File: config.mk
export PLATFORM = sky130hd
export DESIGN_NAME = des_phase_align_ctrl_flat
export DESIGN_NICKNAME = d
export VERILOG_FILES = /design/src/rtl/des_phase_align_if.sv /design/src/rtl/des_phase_align_ctrl.sv /design/src/flat_wrapper.sv
export SDC_FILE = /design/constraint.sdc
export NUM_CORES = 1
export LEC_CHECK = 0
export BUFFER_PORTS_ARGS = -buffer_cell sky130_fd_sc_hd__clkbuf_2
export CORE_MARGIN = 8
export CORE_UTILIZATION = 45
export CTS_CLUSTER_DIAMETER = 150
export DETAILED_ROUTE_END_ITERATION = 8
export PLACE_DENSITY = 0.76
export SLEW_MARGIN = 10
export SYNTH_ARGS = -nofsm -noshare
export SYNTH_HDL_FRONTEND = slang
export SYNTH_SLANG_ARGS = --single-unit
export TNS_END_PERCENT = 20
File: constraint.sdc
create_clock -name clk -period 2.6 [get_ports clk]
set_input_delay 0 -clock clk [delete_from_list [all_inputs] [get_ports clk]]
set_output_delay 0 -clock clk [all_outputs]
set_load 0.01 [all_outputs]
File: src/rtl/des_phase_align_if.sv
// Signal bundle between the phase-alignment controller, link firmware and the 72:288 deserializer.
// master = alignment controller view, slave = firmware/deserializer side view.
interface des_phase_align_if #(
  parameter int W = 9
);
  logic         enable;
  logic         relock;
  logic [W-1:0] train_pattern;
  logic [W-1:0] probe;
  logic         des_rst;
  logic [1:0]   des_phi_init;
  logic         locked;
  logic         align_fail;
  logic [2:0]   attempts;

  modport master (
    input  enable, relock, train_pattern, probe,
    output des_rst, des_phi_init, locked, align_fail, attempts
  );

  modport slave (
    output enable, relock, train_pattern, probe,
    input  des_rst, des_phi_init, locked, align_fail, attempts
  );
endinterface

File: src/rtl/des_phase_align_ctrl.sv
// Word-alignment controller: sweeps the four deserializer phases, checks slot-0 against
// the training word every 4th cycle and reports lock or sweep exhaustion.
module des_phase_align_ctrl #(
  parameter int W          = 9,
  parameter int RST_CYC    = 2,
  parameter int SETTLE_CYC = 16,
  parameter int MATCH_N    = 8,
  parameter int MAX_SWEEPS = 2
) (
  input  logic              clk,
  input  logic              rst,
  des_phase_align_if.master bus
);

  localparam int TMAX    = (RST_CYC > SETTLE_CYC) ? RST_CYC : SETTLE_CYC;
  localparam int TW      = (TMAX > 1) ? $clog2(TMAX) : 1;
  localparam int MW      = (MATCH_N > 1) ? $clog2(MATCH_N) : 1;
  localparam int ATT_MAX = 4 * MAX_SWEEPS;
  localparam int AW      = $clog2(ATT_MAX + 1);

  localparam logic [TW-1:0] RST_LAST    = TW'(RST_CYC - 1);
  localparam logic [TW-1:0] SETTLE_LAST = TW'(SETTLE_CYC - 1);
  localparam logic [MW-1:0] MATCH_LAST  = MW'(MATCH_N - 1);
  localparam logic [AW-1:0] ATT_LAST    = AW'(ATT_MAX - 1);

  typedef enum logic [2:0] {
    S_IDLE, S_APPLY, S_SETTLE, S_CHECK, S_LOCKED, S_FAIL
  } state_t;

  state_t        state_reg, state_next;
  logic [TW-1:0] tmr_reg, tmr_next;
  logic [1:0]    fc_reg, fc_next;
  logic [MW-1:0] mcnt_reg, mcnt_next;
  logic [1:0]    cand_reg, cand_next;
  logic [AW-1:0] att_reg, att_next;
  logic          des_rst_reg, des_rst_next;
  logic          locked_reg, locked_next;
  logic          align_fail_reg, align_fail_next;
  logic [2:0]    attempts_reg, attempts_next;

  logic [W-1:0]  diff;
  logic          match;

  assign diff  = bus.probe ^ bus.train_pattern;
  assign match = ~|diff;

  always_ff @(posedge clk or posedge rst) begin
    if (rst) begin
      state_reg      <= S_IDLE;
      tmr_reg        <= '0;
      fc_reg         <= '0;
      mcnt_reg       <= '0;
      cand_reg       <= '0;
      att_reg        <= '0;
      des_rst_reg    <= 1'b1;
      locked_reg     <= 1'b0;
      align_fail_reg <= 1'b0;
      attempts_reg   <= '0;
    end else begin
      state_reg      <= state_next;
      tmr_reg        <= tmr_next;
      fc_reg         <= fc_next;
      mcnt_reg       <= mcnt_next;
      cand_reg       <= cand_next;
      att_reg        <= att_next;
      des_rst_reg    <= des_rst_next;
      locked_reg     <= locked_next;
      align_fail_reg <= align_fail_next;
      attempts_reg   <= attempts_next;
    end
  end

  always_comb begin
    state_next = state_reg;
    tmr_next   = tmr_reg;
    fc_next    = fc_reg;
    mcnt_next  = mcnt_reg;
    cand_next  = cand_reg;
    att_next   = att_reg;
    if (state_reg != S_IDLE && !bus.enable) begin
      state_next = S_IDLE;
    end else begin
      case (state_reg)
        S_IDLE: begin
          if (bus.enable) state_next = S_APPLY;
        end
        S_APPLY: begin
          if (tmr_reg == RST_LAST) begin
            state_next = S_SETTLE;
            tmr_next   = '0;
          end else begin
            tmr_next = tmr_reg + TW'(1);
          end
        end
        S_SETTLE: begin
          if (tmr_reg == SETTLE_LAST) begin
            state_next = S_CHECK;
            tmr_next   = '0;
            fc_next    = '0;
            mcnt_next  = '0;
          end else begin
            tmr_next = tmr_reg + TW'(1);
          end
        end
        S_CHECK: begin
          fc_next = fc_reg + 2'd1;
          // Only the last cycle of each 4-cycle frame carries a fresh slot-0 word.
          if (fc_reg == 2'd3) begin
            if (match) begin
              if (mcnt_reg == MATCH_LAST) state_next = S_LOCKED;
              else mcnt_next = mcnt_reg + MW'(1);
            end else begin
              mcnt_next  = '0;
              tmr_next   = '0;
              cand_next  = cand_reg + 2'd1;
              att_next   = att_reg + AW'(1);
              state_next = (att_reg == ATT_LAST) ? S_FAIL : S_APPLY;
            end
          end
        end
        S_LOCKED: begin
          if (bus.relock) begin
            state_next = S_APPLY;
            tmr_next   = '0;
            mcnt_next  = '0;
            att_next   = '0;
          end
        end
        S_FAIL: ;
        default: state_next = S_IDLE;
      endcase
    end
    if (state_next == S_IDLE) begin
      tmr_next  = '0;
      fc_next   = '0;
      mcnt_next = '0;
      cand_next = '0;
      att_next  = '0;
    end
  end

  // Registered outputs are computed from the state being entered so they change with it.
  always_comb begin
    des_rst_next    = 1'b1;
    locked_next     = 1'b0;
    align_fail_next = 1'b0;
    case (state_next)
      S_SETTLE, S_CHECK: des_rst_next = 1'b0;
      S_LOCKED: begin
        des_rst_next = 1'b0;
        locked_next  = 1'b1;
      end
      S_FAIL: align_fail_next = 1'b1;
      default: ;
    endcase
    attempts_next = (att_next > AW'(7)) ? 3'd7 : att_next[2:0];
  end

  assign bus.des_rst      = des_rst_reg;
  assign bus.des_phi_init = cand_reg;
  assign bus.locked       = locked_reg;
  assign bus.align_fail   = align_fail_reg;
  assign bus.attempts     = attempts_reg;

endmodule

File: src/flat_wrapper.sv
// flat-port wrapper written by rule: the top's interface ports become plain ports
module des_phase_align_ctrl_flat 
#(
  parameter int W          = 9,
  parameter int RST_CYC    = 2,
  parameter int SETTLE_CYC = 16,
  parameter int MATCH_N    = 8,
  parameter int MAX_SWEEPS = 2
)
  (clk, rst, bus_enable, bus_relock, bus_train_pattern, bus_probe, bus_des_rst, bus_des_phi_init, bus_locked, bus_align_fail, bus_attempts);
  des_phase_align_if #(.W(W)) bus_i ();
  input  logic clk;
  input  logic rst;
  input wire logic [$bits(bus_i.enable)-1:0] bus_enable;
  input wire logic [$bits(bus_i.relock)-1:0] bus_relock;
  input wire logic [$bits(bus_i.train_pattern)-1:0] bus_train_pattern;
  input wire logic [$bits(bus_i.probe)-1:0] bus_probe;
  output wire logic [$bits(bus_i.des_rst)-1:0] bus_des_rst;
  output wire logic [$bits(bus_i.des_phi_init)-1:0] bus_des_phi_init;
  output wire logic [$bits(bus_i.locked)-1:0] bus_locked;
  output wire logic [$bits(bus_i.align_fail)-1:0] bus_align_fail;
  output wire logic [$bits(bus_i.attempts)-1:0] bus_attempts;
  assign bus_i.enable = bus_enable;
  assign bus_i.relock = bus_relock;
  assign bus_i.train_pattern = bus_train_pattern;
  assign bus_i.probe = bus_probe;
  assign bus_des_rst = bus_i.des_rst;
  assign bus_des_phi_init = bus_i.des_phi_init;
  assign bus_locked = bus_i.locked;
  assign bus_align_fail = bus_i.align_fail;
  assign bus_attempts = bus_i.attempts;
  des_phase_align_ctrl #(.W(W), .RST_CYC(RST_CYC), .SETTLE_CYC(SETTLE_CYC), .MATCH_N(MATCH_N), .MAX_SWEEPS(MAX_SWEEPS)) u_core (.clk(clk), .rst(rst), .bus(bus_i));
endmodule
* Word-level counts from Yosys, hierarchy flattened *
Index checks and enable logic that the tools add are counted.

word-level totals
  register bits = 24
  bits in latches = 0
  bits in writable memories = 0
  ROM bits = 0
  input port bits = 22
  logic and storage cells = 99
  memories kept = 0

operators by class
  add/sub/neg operators = 5
  multiply operators = 0
  div/mod/pow operators = 0
  magnitude comparators = 1
  eq/ne operators = 20
  shift operators = 0
  multiplexer cells = 45
  bitwise logic cells = 1
  reduce and logical (&&, ||, !) cells = 17

operators with widths
  kind                                                                      number
  3-bit 2-to-1 mux                                                          17
  4-bit 2-to-1 mux                                                          12
  3-bit case mux with 6 select lines                                        1
  2-bit 2-to-1 mux                                                          8
  4-bit case mux with 4 select lines                                        1
  3-bit equality test (second input constant)                               5
  3-bit by 2-bit equality test with 1-bit output (second input constant)    4
  3-bit by 1-bit inequality test with 1-bit output (second input constant)  3
  3-bit case mux with 3 select lines                                        1
  9-bit OR reduction                                                        1
  9-bit bitwise XOR                                                         1
  4-bit by 1-bit adder with 4-bit output (second input constant)            2
  4-bit case mux with 2 select lines                                        1
  3-bit zero test                                                           2
  6-bit AND reduction                                                       1
  2-bit nonzero test                                                        3
  3-bit nonzero test                                                        2
  5-bit AND reduction                                                       1
  5-bit nonzero test                                                        1
  2-bit by 1-bit adder with 2-bit output (second input constant)            2
  4-bit by 1-bit equality test with 1-bit output (second input constant)    1
  4-bit by 3-bit equality test with 1-bit output (second input constant)    1
  4-bit equality test (second input constant)                               1
  4-bit by 3-bit > comparator with 1-bit output (second input constant)     1
  14 further kinds                                                          16

* Logic depth before layout (Yosys ltp) *
Gate-level depths: netlist of run 1.

  depth in word-level cells = 10
  depth in mapped cells = 9

* Worst setup path before layout of run 1 *
No wires, ideal clock.

  kind = reg2reg
  start point = reg u_core.tmr_reg[1]
  end point = reg u_core.att_reg[3]
  library setup time = 135 ps
  arrival = 1832 ps
  required time = 2465 ps
  setup slack = 633 ps
  cell stages (with the launch flop) = 10
  buffers on the path = 1
  clock period less this slack = 1967 ps
  cell sequence = dfrtp_1 > inv_1 > ha_1 > nor3b_2 > o221a_2 > o21a_1 > a21oi_2 > a311oi_4 > buf_6 > nor2_1

on the way
  word-level cells in the longest chain between the ends = 6
  elaborated cells between the ends (all ways) = 8

ends and longest elaborated chain
  item                                                                                          line                                                    RTL
  from (decl)                                                                                   des_phase_align_ctrl.sv:31                              logic [TW-1:0] tmr_reg, tmr_next;
  from (signal assigned)                                                                        des_phase_align_ctrl.sv:61                              tmr_reg <= tmr_next;
  4-bit equality test / 4-bit by 1-bit equality test with 1-bit output (equally long branches)  des_phase_align_ctrl.sv:96, des_phase_align_ctrl.sv:88
  3-bit 2-to-1 mux (on tied branches)                                                           des_phase_align_ctrl.sv:96, des_phase_align_ctrl.sv:88
  3-bit case mux with 6 select lines (*)                                                        des_phase_align_ctrl.sv:83                              case (state_reg)
  3-bit 2-to-1 mux (*)                                                                          des_phase_align_ctrl.sv:80                              if (state_reg != S_IDLE && !bus.enable) begin
  3-bit zero test (*)                                                                           des_phase_align_ctrl.sv:133                             if (state_next == S_IDLE) begin
  4-bit 2-to-1 mux (*)                                                                          des_phase_align_ctrl.sv:133
  via u_core.att_next[3]                                                                        des_phase_align_ctrl.sv:35                              logic [AW-1:0] att_reg, att_next;
  to (signal assigned)                                                                          des_phase_align_ctrl.sv:65                              att_reg <= att_next;
  to (decl)                                                                                     des_phase_align_ctrl.sv:35

Mark *: on every way through the listed nets, which the timed path passes. The rest lies on a longest branch.
A chain may end at the register's enable or synchronous reset.

* Final worst setup path of run 1 *
  start point = reg u_core.tmr_reg[0]
  end point = reg u_core.tmr_reg[3]

on the way
  word-level cells in the longest chain between the ends = 7
  elaborated cells between the ends (all ways) = 19

ends and longest elaborated chain
  item                                                                                             line
  4-bit equality test / 4-bit by 1-bit equality test with 1-bit output (equally long branches)     des_phase_align_ctrl.sv:96, des_phase_align_ctrl.sv:88
  3-bit 2-to-1 mux (on tied branches)                                                              des_phase_align_ctrl.sv:96, des_phase_align_ctrl.sv:88
  3-bit case mux with 6 select lines                                                               des_phase_align_ctrl.sv:83
  3-bit 2-to-1 mux                                                                                 des_phase_align_ctrl.sv:80
  3-bit zero test                                                                                  des_phase_align_ctrl.sv:133
  3-bit by 1-bit inequality test with 1-bit output (no source line), or another cell as far along  -
  5-bit AND reduction (no source line)                                                             -

Parallel ways exist; a longest one is shown, timed or not. The select of a mux whose other input is x is not followed.

==> reports/metrics.csv, run 1 <==
stage;metric;value;unit
job;Max Cap Viol;0;
logic_synthesis;FF+latch count, synth;24;
critical_path;Crit Path Class;reg2reg;
critical_path;Worst EP arrival;2.40;ns
detailed_routing;Initial DRC Count;148;
global_routing;pin count of the biggest net entering global routing;25;
timing;relative slew slack;41.0;%
power_and_ir_drop;worst vdd rail ir drop;485;uV
power_and_ir_drop;Logic pwr share;42.5;%
detailed_routing;Via density;5.79;
clock_tree;# resized after CTS;0;
critical_path;slowest CP cell;or4_1;
logic_synthesis;Mapped Nets;186;
clock_tree;# hold bufs at CTS;1;
floorplanning;die area;5570;um2
layout;commonest non-fill, non-tap cells in the layout;clkbuf_2 (29), dfrtp_1 (23), nor2_1 (18), a21oi_1 (14), xnor2_1 (11);
detailed_routing;DRT Pass-1 Iters;4;
layout;# diodes;0;
logic_synthesis;Mapped Cells;158;
detailed_routing;vias post-DR;1366;
floorplanning;starting density of the core;46.7;%
timing;fin. max-slew vios;0;
floorplanning;Die X;74.6;um
global_routing;first-pass GRT wire length;6100;um
clock_tree;clk_lat worst skew;0.31;ns
logic_synthesis;post-synth cell types;52;
logic_synthesis;asr flop ratio synth;100;%
logic_synthesis;Top FF cell, synth;dfrtp_1;
clock_tree;clock-pin slew on the worst setup and hold paths;0.13;ns
place;Placed Cells;231;
timing;final setup violation count;0;
clock_tree;Max H-tree Level;1;
timing;Fin Setup TNS;0;ns
critical_path;Worst Setup End Kind;flip-flop;
critical_path;worst endpoint required time;2.83;ns
logic_synthesis;Seq/Total Area, Yosys;38.9;%
critical_path;crit path cell chain;ha_1 > and3_1 > o21ai_0 > o31ai_1 > or4_1 > a21oi_1;
place;routability cong.;0.855;
layout;share of cells above drive strength 1;26.3;%
logic_synthesis;synthesis warning total;0;
clock_tree;Post-CTS Setup Inserts;0;
outcome;status;completed;
floorplanning;Die H;74.6;um
layout;Layout Nets;219;
power_and_ir_drop;Int Power;0.000779;W
detailed_routing;routed wire length per instance;15.0;um
timing;Hold Vio Cnt, Final;0;
power_and_ir_drop;Net Switching;0.000471;W
critical_path;crit-path max cell delay;0.49;ns
clock_tree;CTS tree;yes;
clock_tree;CTS Buf Count;3;
clock_tree;Root Buffer;clkbuf_4;
floorplanning;core area;3310;um2
logic_synthesis;number of synthesized flops with an enable pin;0;
timing;Tcrit/Tclk final;83.1;%
logic_synthesis;Mapped Area;1550;um2
detailed_routing;DRT Wirelength;3550;um
detailed_routing;DRC;0;
timing;min Tclk post-route;2.16;ns
clock_tree;CTS Buffer Depth;2;
power_and_ir_drop;sw frac;37.7;%
global_routing;initial antenna violation count;0;
timing;achievable frequency;0.463;GHz
layout;most common cell after layout, fill and taps aside;clkbuf_2;
global_routing;GRT overflow;0;
global_routing;total track usage;13.6;%
clock_tree;clk sinks;24;
floorplanning;Ports;30;
floorplanning;# rows;21;
power_and_ir_drop;power per cell area;694;nW/um2
place;IO buf count;29;
timing;RSZ-0062 raised after global routing;false;
global_routing;vias in the first global route;1354;
critical_path;Crit Path Max Fanout;5;
layout;Area Overhead vs Synth;16.5;%
timing;Setup Skew;0.00756;ns
power_and_ir_drop;clock power share;21.1;%
logic_synthesis;Avg Inst Size Synth;9.79;um2
place;Post-DP HPWL;2800;um
power_and_ir_drop;Sequential Power Share;36.4;%
timing;Tightest Pin Transition;0.885;ns
timing;hold slack final;0.128;ns
power_and_ir_drop;leak pwr;0.809;nW
critical_path;startpoint types;flip-flop;
layout;Final Instance Count excl. Fillers;236;
detailed_routing;Routed Antenna Nets;0;
min_path;Hold Crit Class;in2reg;
-- layout make-up --
type                       count  area (um2)
clock buffer                   3        22.5
clock inverter                 1        30.0
fill                         312        1510
inverter                       4        15.0
multi-input combinational    125         897
sequential                    24         602
tap                           46        57.6
timing repair buffer          33         178
-- logic make-up (layout without fill, tap and decap cells) --
logic type	Yosys count	after routing	synth area share, %
muxes	4	4	2.59
xor gates and xnor gates	11	11	6.23
DFF	24	24	38.9
buffers and inverters	9	41	3.07
and+or+nand+nor	57	57	22.1
adders and majority gates	6	6	4.85
AOI/OAI and AO/OA	47	47	22.2
-- Yosys cell counts, drive strengths merged (2+ instances only) --
| cell type | n | area [um2] |
|---|---|---|
| nor3b | 4 | 40.0 |
| a22oi | 3 | 22.5 |
| nor3 | 3 | 26.3 |
| a21oi | 15 | 78.8 |
| nor2 | 19 | 73.8 |
| buf | 5 | 32.5 |
| mux2i | 4 | 40.0 |
| and3b | 2 | 17.5 |
| xnor2 | 11 | 96.3 |
| o31ai | 3 | 36.3 |
| a211oi | 2 | 15.0 |
| a21o | 2 | 15.0 |
| and3 | 2 | 12.5 |
| o21ai | 7 | 35.0 |
| nor4 | 2 | 12.5 |
| nand3 | 4 | 25.0 |
| dfrtp | 23 | 576 |
| nand2b | 3 | 18.8 |
| ha | 6 | 75.1 |
| nand4 | 2 | 18.8 |
| or4 | 2 | 15.0 |
| nor2b | 3 | 18.8 |
| o21a | 5 | 37.5 |
| inv | 4 | 15.0 |
| nand2 | 6 | 25.0 |
-- per-stage QoR --
stage / worst slack [ns] / cell area [um2] / total power [W] / util, %
after CTS: 0.448 / 1800 / 0.00125 / 54.4
after global placement: 0.515 / 1740 / 0.000967 / 52.5
after global routing: 0.329 / 1800 / 0.00132 / 54.4
after floorplan: 0.633 / 1550 / 0.000868 / -
final: 0.438 / 1800 / 0.00125 / 54.4
after detailed placement: 0.483 / 1740 / 0.000985 / 52.5
-- per-layer routing --
metal | track usage [%] | share of wire, % | up-vias
li1 | - | - | 651
met1 | 16.6 | 41 | 670
met3 | 2.00 | 5.6 | 2
met2 | 24.7 | 53 | 43
met5 | 0 | 0 | -
met4 | 2.61 | 0.23 | 0
-- worst paths after layout --
| kind | end | slack [ns] | depth (start not counted) | start |
|---|---|---|---|---|
| max | u_core.tmr_reg[3] | 0.44 | 6 | u_core.tmr_reg[0] |
| min | u_core.state_reg[1] | 0.13 | 3 | bus_enable |
| max reg2reg | u_core.tmr_reg[3] | 0.44 | 6 | u_core.tmr_reg[0] |
| min reg2reg | u_core.fc_reg[1] | 0.56 | 2 | u_core.fc_reg[1] |
| max in group asynchronous | u_core.tmr_reg[3] | 1.66 | 3 | rst |
| min in group asynchronous | u_core.att_reg[2] | 0.39 | 3 | rst |
-- critical path: cells and delay by family, from the launching register on --
family,cells,cell delay (ns)
flip-flops,1,0.45
AND/OR/NAND/NOR,2,0.72
AO/OA/AOI/OAI,3,0.67
adder cells (fa/ha/maj),1,0.25
-- power by group through the flow --
stage	Clock, W	Combinational (W)	Sequential [W]
global placement	0	0.000509	0.000458
detailed placement	0	0.000524	0.000461
global route	0.000279	0.000578	0.000463
CTS	0.000270	0.000528	0.000454
floorplan	0	0.000420	0.000448
finish	0.000264	0.000531	0.000455
Power figures use the tool's default switching activity.
==> run 2, diff against run 1 <==
==> constraint.sdc (replaced) <==
create_clock -name clk -period 2.2 [get_ports clk]
set_input_delay 0 -clock clk [delete_from_list [all_inputs] [get_ports clk]]
set_output_delay 0 -clock clk [all_outputs]
set_load 0.01 [all_outputs]
==> reports/metrics.csv, run 2 (synthesized netlist as in run 1, its figures left out) <==
stage;metric;value;unit;change
clock_tree;Root Buffer;clkbuf_4;;
timing;fin. max-slew vios;0;;unchanged
timing;final setup violation count;0;;unchanged
global_routing;GRT overflow;0;;unchanged
global_routing;initial antenna violation count;0;;unchanged
global_routing;first-pass GRT wire length;6160;um;+1.0%
timing;RSZ-0062 raised after global routing;false;;
detailed_routing;Routed Antenna Nets;0;;unchanged
detailed_routing;DRT Wirelength;3630;um;+2.3%
floorplanning;starting density of the core;46.7;%;unchanged
min_path;Hold Crit Class;in2reg;;
min_path;Worst Hold Launch;bus_enable;;
floorplanning;core area;3310;um2;unchanged
critical_path;worst endpoint required time;2.45;ns;-0.38 ns
floorplanning;die area;5570;um2;unchanged
power_and_ir_drop;sw frac;37.1;%;-0.61 points
clock_tree;Max H-tree Level;1;;unchanged
layout;# diodes;0;;unchanged
power_and_ir_drop;Logic pwr share;45.4;%;+2.9 points
job;Max Cap Viol;0;;unchanged
power_and_ir_drop;leak pwr;0.836;nW;+3.4%
layout;Layout Nets;224;;+2.3%
detailed_routing;DRC;0;;unchanged
critical_path;Crit Path Class;reg2reg;;
detailed_routing;DRT Pass-1 Iters;4;;unchanged
global_routing;pin count of the biggest net entering global routing;25;;unchanged
layout;Final Instance Count excl. Fillers;241;;+2.1%
floorplanning;Ports;30;;unchanged
layout;share of cells above drive strength 1;28.2;%;+1.9 points
clock_tree;CTS tree;yes;;
detailed_routing;vias post-DR;1330;;-2.6%
clock_tree;CTS Buf Count;3;;unchanged
outcome;status;completed;;
timing;Setup Skew;0.00222;ns;-0.00534 ns
layout;most common cell after layout, fill and taps aside;clkbuf_2;;
critical_path;R2R Path Start;u_core.mcnt_reg[0];;
timing;relative slew slack;40.6;%;-0.36 points
layout;commonest non-fill, non-tap cells in the layout;clkbuf_2 (29), dfrtp_1 (23), nor2_1 (18), a21oi_1 (14), xnor2_1 (11);;
detailed_routing;Via density;5.52;;-4.7%
place;routability cong.;0.906;;+6.0%
critical_path;Crit Path Max Fanout;18;;+13
power_and_ir_drop;Int Power;0.000977;W;+25%
power_and_ir_drop;Net Switching;0.000576;W;+22%
clock_tree;clock-pin slew on the worst setup and hold paths;0.14;ns;about the same
floorplanning;# rows;21;;unchanged
floorplanning;Die X;74.6;um;unchanged
power_and_ir_drop;power per cell area;839;nW/um2;+21%
clock_tree;clk sinks;24;;unchanged
floorplanning;Die H;74.6;um;unchanged
clock_tree;CTS Buffer Depth;2;;unchanged
place;IO buf count;29;;unchanged
place;Placed Cells;236;;+2.2%
timing;Tcrit/Tclk final;94.5;%;+11 points
power_and_ir_drop;Sequential Power Share;33.6;%;-2.8 points
layout;Area Overhead vs Synth;19.7;%;
power_and_ir_drop;worst vdd rail ir drop;527;uV;+8.6%
timing;Tightest Pin Transition;0.890;ns;+0.00533 ns
power_and_ir_drop;clock power share;21.0;%;about the same
global_routing;vias in the first global route;1400;;+3.4%
timing;Hold Vio Cnt, Final;0;;unchanged
critical_path;Worst Setup End Kind;flip-flop;;
critical_path;startpoint types;flip-flop;;
timing;achievable frequency;0.481;GHz;+4.0%
timing;min Tclk post-route;2.08;ns;-0.0822 ns
detailed_routing;Initial DRC Count;120;;-19%
place;Post-DP HPWL;2750;um;-1.6%
global_routing;total track usage;14.1;%;+0.45 points
clock_tree;clk_lat worst skew;0.32;ns;about the same
timing;Fin Setup TNS;0;ns;unchanged
detailed_routing;routed wire length per instance;15.1;um;+0.13%
critical_path;Worst EP arrival;2.33;ns;-0.07 ns
critical_path;CP startpoint;u_core.mcnt_reg[0];;
==> run 2: cell types whose count changed in the layout (fill, tap and decap cells not counted), sizes merged <==
cell  before  now
buf        3    8
==> run 2: final timing paths <==
path	slack, ns	end	depth (start not counted)
max	0.12	u_core.tmr_reg[3]	7
min	0.10	u_core.state_reg[1]	3
max reg2reg	0.12	u_core.tmr_reg[3]	7
min reg2reg	0.56	u_core.fc_reg[1]	2
max in group asynchronous	1.28	u_core.tmr_reg[2]	3
min in group asynchronous	0.38	u_core.bus.attempts[2]	3
==> run 2: through the flow <==
| step | hold slack (ns) | worst slack, ns | instance area [um2] | util, % | total power (W) |
|---|---|---|---|---|---|
| finish | 0.102 | 0.120 | 1850 | 55.9 | 0.00155 |
| global route | 0.113 | 0.0413 | 1850 | 55.9 | 0.00165 |
| CTS | 0.0873 | 0.0996 | 1850 | 55.9 | 0.00155 |
| detailed placement | 0.222 | 0.142 | 1790 | 54.0 | 0.00123 |
| global placement | 0.190 | 0.173 | 1790 | 54.0 | 0.00121 |
| floorplan | 0.0139 | 0.233 | 1550 | - | 0.00103 |
==> run 2: final cells by class <==
class,instances,area [um2]
clock buffers,3,22.5
well taps,46,57.6
flip-flops and latches,24,602
multi-input cells,125,897
clock inverters,1,30.0
fillers,309,1460
inverters,4,15.0
repair buffers,38,228
==> run 2: routing by layer <==
metal / up-vias / track usage (%) / wire length, um / share of wire (%)
met2: 34 / 24.7 / 1930 / 53
met5: - / 0 / 0 / 0
met1: 635 / 16.6 / 1540 / 42
met4: 0 / 5.65 / 34 / 0.94
met3: 4 / 2.40 / 135 / 3.7
li1: 657 / - / - / -
==> run 2: timing repair <==
action / in CTS / in global routing
gates resized for setup: 0 / 1
endpoints found under the hold margin: 23 / 0
hold buffers: 1 / 0
buffers inserted: 0 / 0
setup endpoints to repair: 0 / 1
==> run 2: critical path: stages, from the launching register on <==
cell      delay (ns)
dfrtp_1         0.42
ha_1            0.20
ha_1            0.25
o41ai_1         0.38
nor3b_2         0.35
a311oi_4        0.09
buf_12          0.17
a21oi_1         0.15
==> run 2: power groups by stage <==
stage / Combinational (W) / Clock, W / Sequential [W]
6_report: 0.000705 / 0.000327 / 0.000522
3_3_place_gp: 0.000685 / 0 / 0.000528
2_1_floorplan: 0.000497 / 0 / 0.000530
3_5_place_dp: 0.000698 / 0 / 0.000531
5_1_grt: 0.000784 / 0.000339 / 0.000528
4_1_cts: 0.000702 / 0.000327 / 0.000522
==> run 3, diff against run 2 <==
--- a/config.mk
+++ b/config.mk
@@ -5,12 +5,12 @@
 export SDC_FILE = /design/constraint.sdc
 export NUM_CORES = 1
 export LEC_CHECK = 0
-export BUFFER_PORTS_ARGS = -buffer_cell sky130_fd_sc_hd__clkbuf_2
 export CORE_MARGIN = 8
 export CORE_UTILIZATION = 45
 export CTS_CLUSTER_DIAMETER = 150
 export DETAILED_ROUTE_END_ITERATION = 8
-export PLACE_DENSITY = 0.76
+export DONT_BUFFER_PORTS = 1
+export PLACE_DENSITY = 0.64
 export SLEW_MARGIN = 10
 export SYNTH_ARGS = -nofsm -noshare
 export SYNTH_HDL_FRONTEND = slang
==> reports/metrics.csv, run 3 (synthesized netlist as in run 1, its figures left out) <==
stage;metric;value;unit;change
layout;# diodes;0;;unchanged
layout;Area Overhead vs Synth;12.0;%;
critical_path;startpoint types;flip-flop;;
timing;fin. max-slew vios;0;;unchanged
place;IO buf count;0;;-100%
global_routing;total track usage;13.7;%;-0.42 points
outcome;status;completed;;
critical_path;Reg2Reg Setup Slack;0.16;ns;+0.04 ns
power_and_ir_drop;worst vdd rail ir drop;382;uV;-28%
timing;Setup Skew;0.0124;ns;+0.0102 ns
detailed_routing;Routed Antenna Nets;0;;unchanged
power_and_ir_drop;power per cell area;883;nW/um2;+5.3%
detailed_routing;DRT Pass-1 Iters;4;;unchanged
global_routing;pin count of the biggest net entering global routing;25;;unchanged
detailed_routing;routed wire length per instance;16.3;um;+8.2%
clock_tree;CTS tree;yes;;
clock_tree;CTS Buffer Depth;2;;unchanged
detailed_routing;Initial DRC Count;57;;-53%
detailed_routing;DRC;0;;unchanged
critical_path;worst reg2reg path endpoint;u_core.mcnt_reg[1];;
timing;final setup margin;0.161;ns;+0.0402 ns
critical_path;Crit Path Max Fanout;18;;unchanged
floorplanning;Ports;30;;unchanged
critical_path;critical path capture point;u_core.mcnt_reg[1];;
place;DP Worst Slack;0.220;ns;+0.0784 ns
job;Max Cap Viol;0;;unchanged
detailed_routing;metal1 wirelength;1520;um;-1.1%
global_routing;first-pass GRT wire length;5940;um;-3.6%
global_routing;initial antenna violation count;0;;unchanged
layout;commonest non-fill, non-tap cells in the layout;dfrtp_1 (23), nor2_1 (18), a21oi_1 (14), xnor2_1 (11), buf_4 (9);;
detailed_routing;wire length on met3;124;um;-8.1%
detailed_routing;DRT Wirelength;3500;um;-3.5%
layout;most common cell after layout, fill and taps aside;dfrtp_1;;
critical_path;reg2reg path depth;7;;unchanged
timing;Tcrit/Tclk final;92.7;%;-1.8 points
timing;hold slack final;0.0121;ns;-0.0904 ns
detailed_routing;vias post-DR;1228;;-7.7%
layout;share of cells above drive strength 1;16.6;%;-12 points
floorplanning;# rows;21;;unchanged
clock_tree;clk sinks;24;;unchanged
global_routing;GRT overflow;0;;unchanged
clock_tree;Root Buffer;clkbuf_4;;
min_path;Hold Crit Class;in2reg;;
detailed_routing;DR top layer;met4;;
timing;min Tclk post-route;2.04;ns;-0.0402 ns
timing;relative slew slack;37.9;%;-2.7 points
timing;Fin Setup TNS;0;ns;unchanged
layout;Layout Nets;198;;-12%
clock_tree;Post-CTS Setup Inserts;0;;unchanged
timing;RSZ-0062 raised after global routing;false;;
timing;achievable frequency;0.490;GHz;+2.0%
timing;final setup violation count;0;;unchanged
critical_path;Worst Setup End Kind;flip-flop;;
detailed_routing;Via density;5.71;;+3.5%
floorplanning;die area;5570;um2;unchanged
floorplanning;starting density of the core;46.7;%;unchanged
critical_path;Crit Path Class;reg2reg;;
place;Post-DP HPWL;2640;um;-3.9%
timing;Hold Vio Cnt, Final;0;;unchanged
power_and_ir_drop;leak pwr;0.728;nW;-13%
place;routability cong.;0.893;;-1.5%
layout;Final Cell Area;1730;um2;-6.5%
critical_path;CP startpoint;u_core.mcnt_reg[0];;
floorplanning;core area;3310;um2;unchanged
floorplanning;Die H;74.6;um;unchanged
critical_path;R2R Path Start;u_core.mcnt_reg[0];;
power_and_ir_drop;total power;0.00153;W;-1.5%
timing;Tightest Pin Transition;0.931;ns;+0.0409 ns
global_routing;vias in the first global route;1244;;-11%
detailed_routing;metal2 WL;1840;um;-4.3%
clock_tree;clk_lat worst skew;0.33;ns;about the same
place;DP Area;1660;um2;-7.3%
critical_path;Worst EP arrival;2.30;ns;-0.03 ns
clock_tree;CTS Buf Count;3;;unchanged
clock_tree;Max H-tree Level;1;;unchanged
floorplanning;Die X;74.6;um;unchanged
critical_path;worst endpoint required time;2.46;ns;about the same
clock_tree;clock-pin slew on the worst setup and hold paths;0.14;ns;about the same
==> run 3: worst min path at each step <==
| stage | slack, ns | start | to | cells past startpoint |
|---|---|---|---|---|
| 2_1_floorplan | 0.01 | rst | u_core.att_reg[0] | 1 |
| 3_3_place_gp | 0.1 | rst | u_core.fc_reg[0] | 1 |
| 3_5_place_dp | 0.15 | rst | u_core.bus.attempts[1] | 1 |
| 4_1_cts | 0.01 | bus_enable | u_core.tmr_reg[0] | 3 |
| 5_1_grt | 0.02 | bus_enable | u_core.tmr_reg[1] | 3 |
| 6_report | 0.01 | bus_enable | u_core.tmr_reg[0] | 3 |
==> run 3: per-stage QoR <==
stage	std cells	utilization [%]
after detailed placement	209	50.1
after global routing	215	52.3
after floorplan	158	-
after global placement	209	50.1
final	215	52.3
after CTS	215	52.3
==> run 3: layer usage <==
layer | global-route usage, % | vias up
li1 | - | 609
met1 | 16.0 | 604
met2 | 24.3 | 13
met3 | 2.93 | 2
met4 | 3.91 | 0
met5 | 0 | -
==> run 3: where the power goes <==
| part | switching, W | total, W | internal [W] |
|---|---|---|---|
| registers | 0.0000311 | 0.000516 | 0.000485 |
| clock network | 0.000142 | 0.000327 | 0.000184 |
| logic | 0.000392 | 0.000687 | 0.000294 |
==> run 3: worst max-delay path: stages, from the launching register on <==
cell      delay [ns]
dfrtp_1         0.42
ha_1            0.21
ha_1            0.19
o41ai_1         0.38
nor3b_2         0.40
a311oi_4        0.09
buf_12          0.17
nor2_1          0.12
==> run 3: cell type report <==
type | count | area (um2)
fillers | 320 | 1580
multi-input cells | 125 | 897
flip-flops and latches | 24 | 602
repair buffers | 12 | 108
well taps | 46 | 57.6
clock inverters | 1 | 30.0
clock buffers | 3 | 22.5
inverters | 4 | 15.0
==> run 3: repair_timing <==
action | in CTS | in global routing
gates resized for setup | 0 | 0
hold buffers | 2 | 0
hold endpoints to repair | 24 | 0
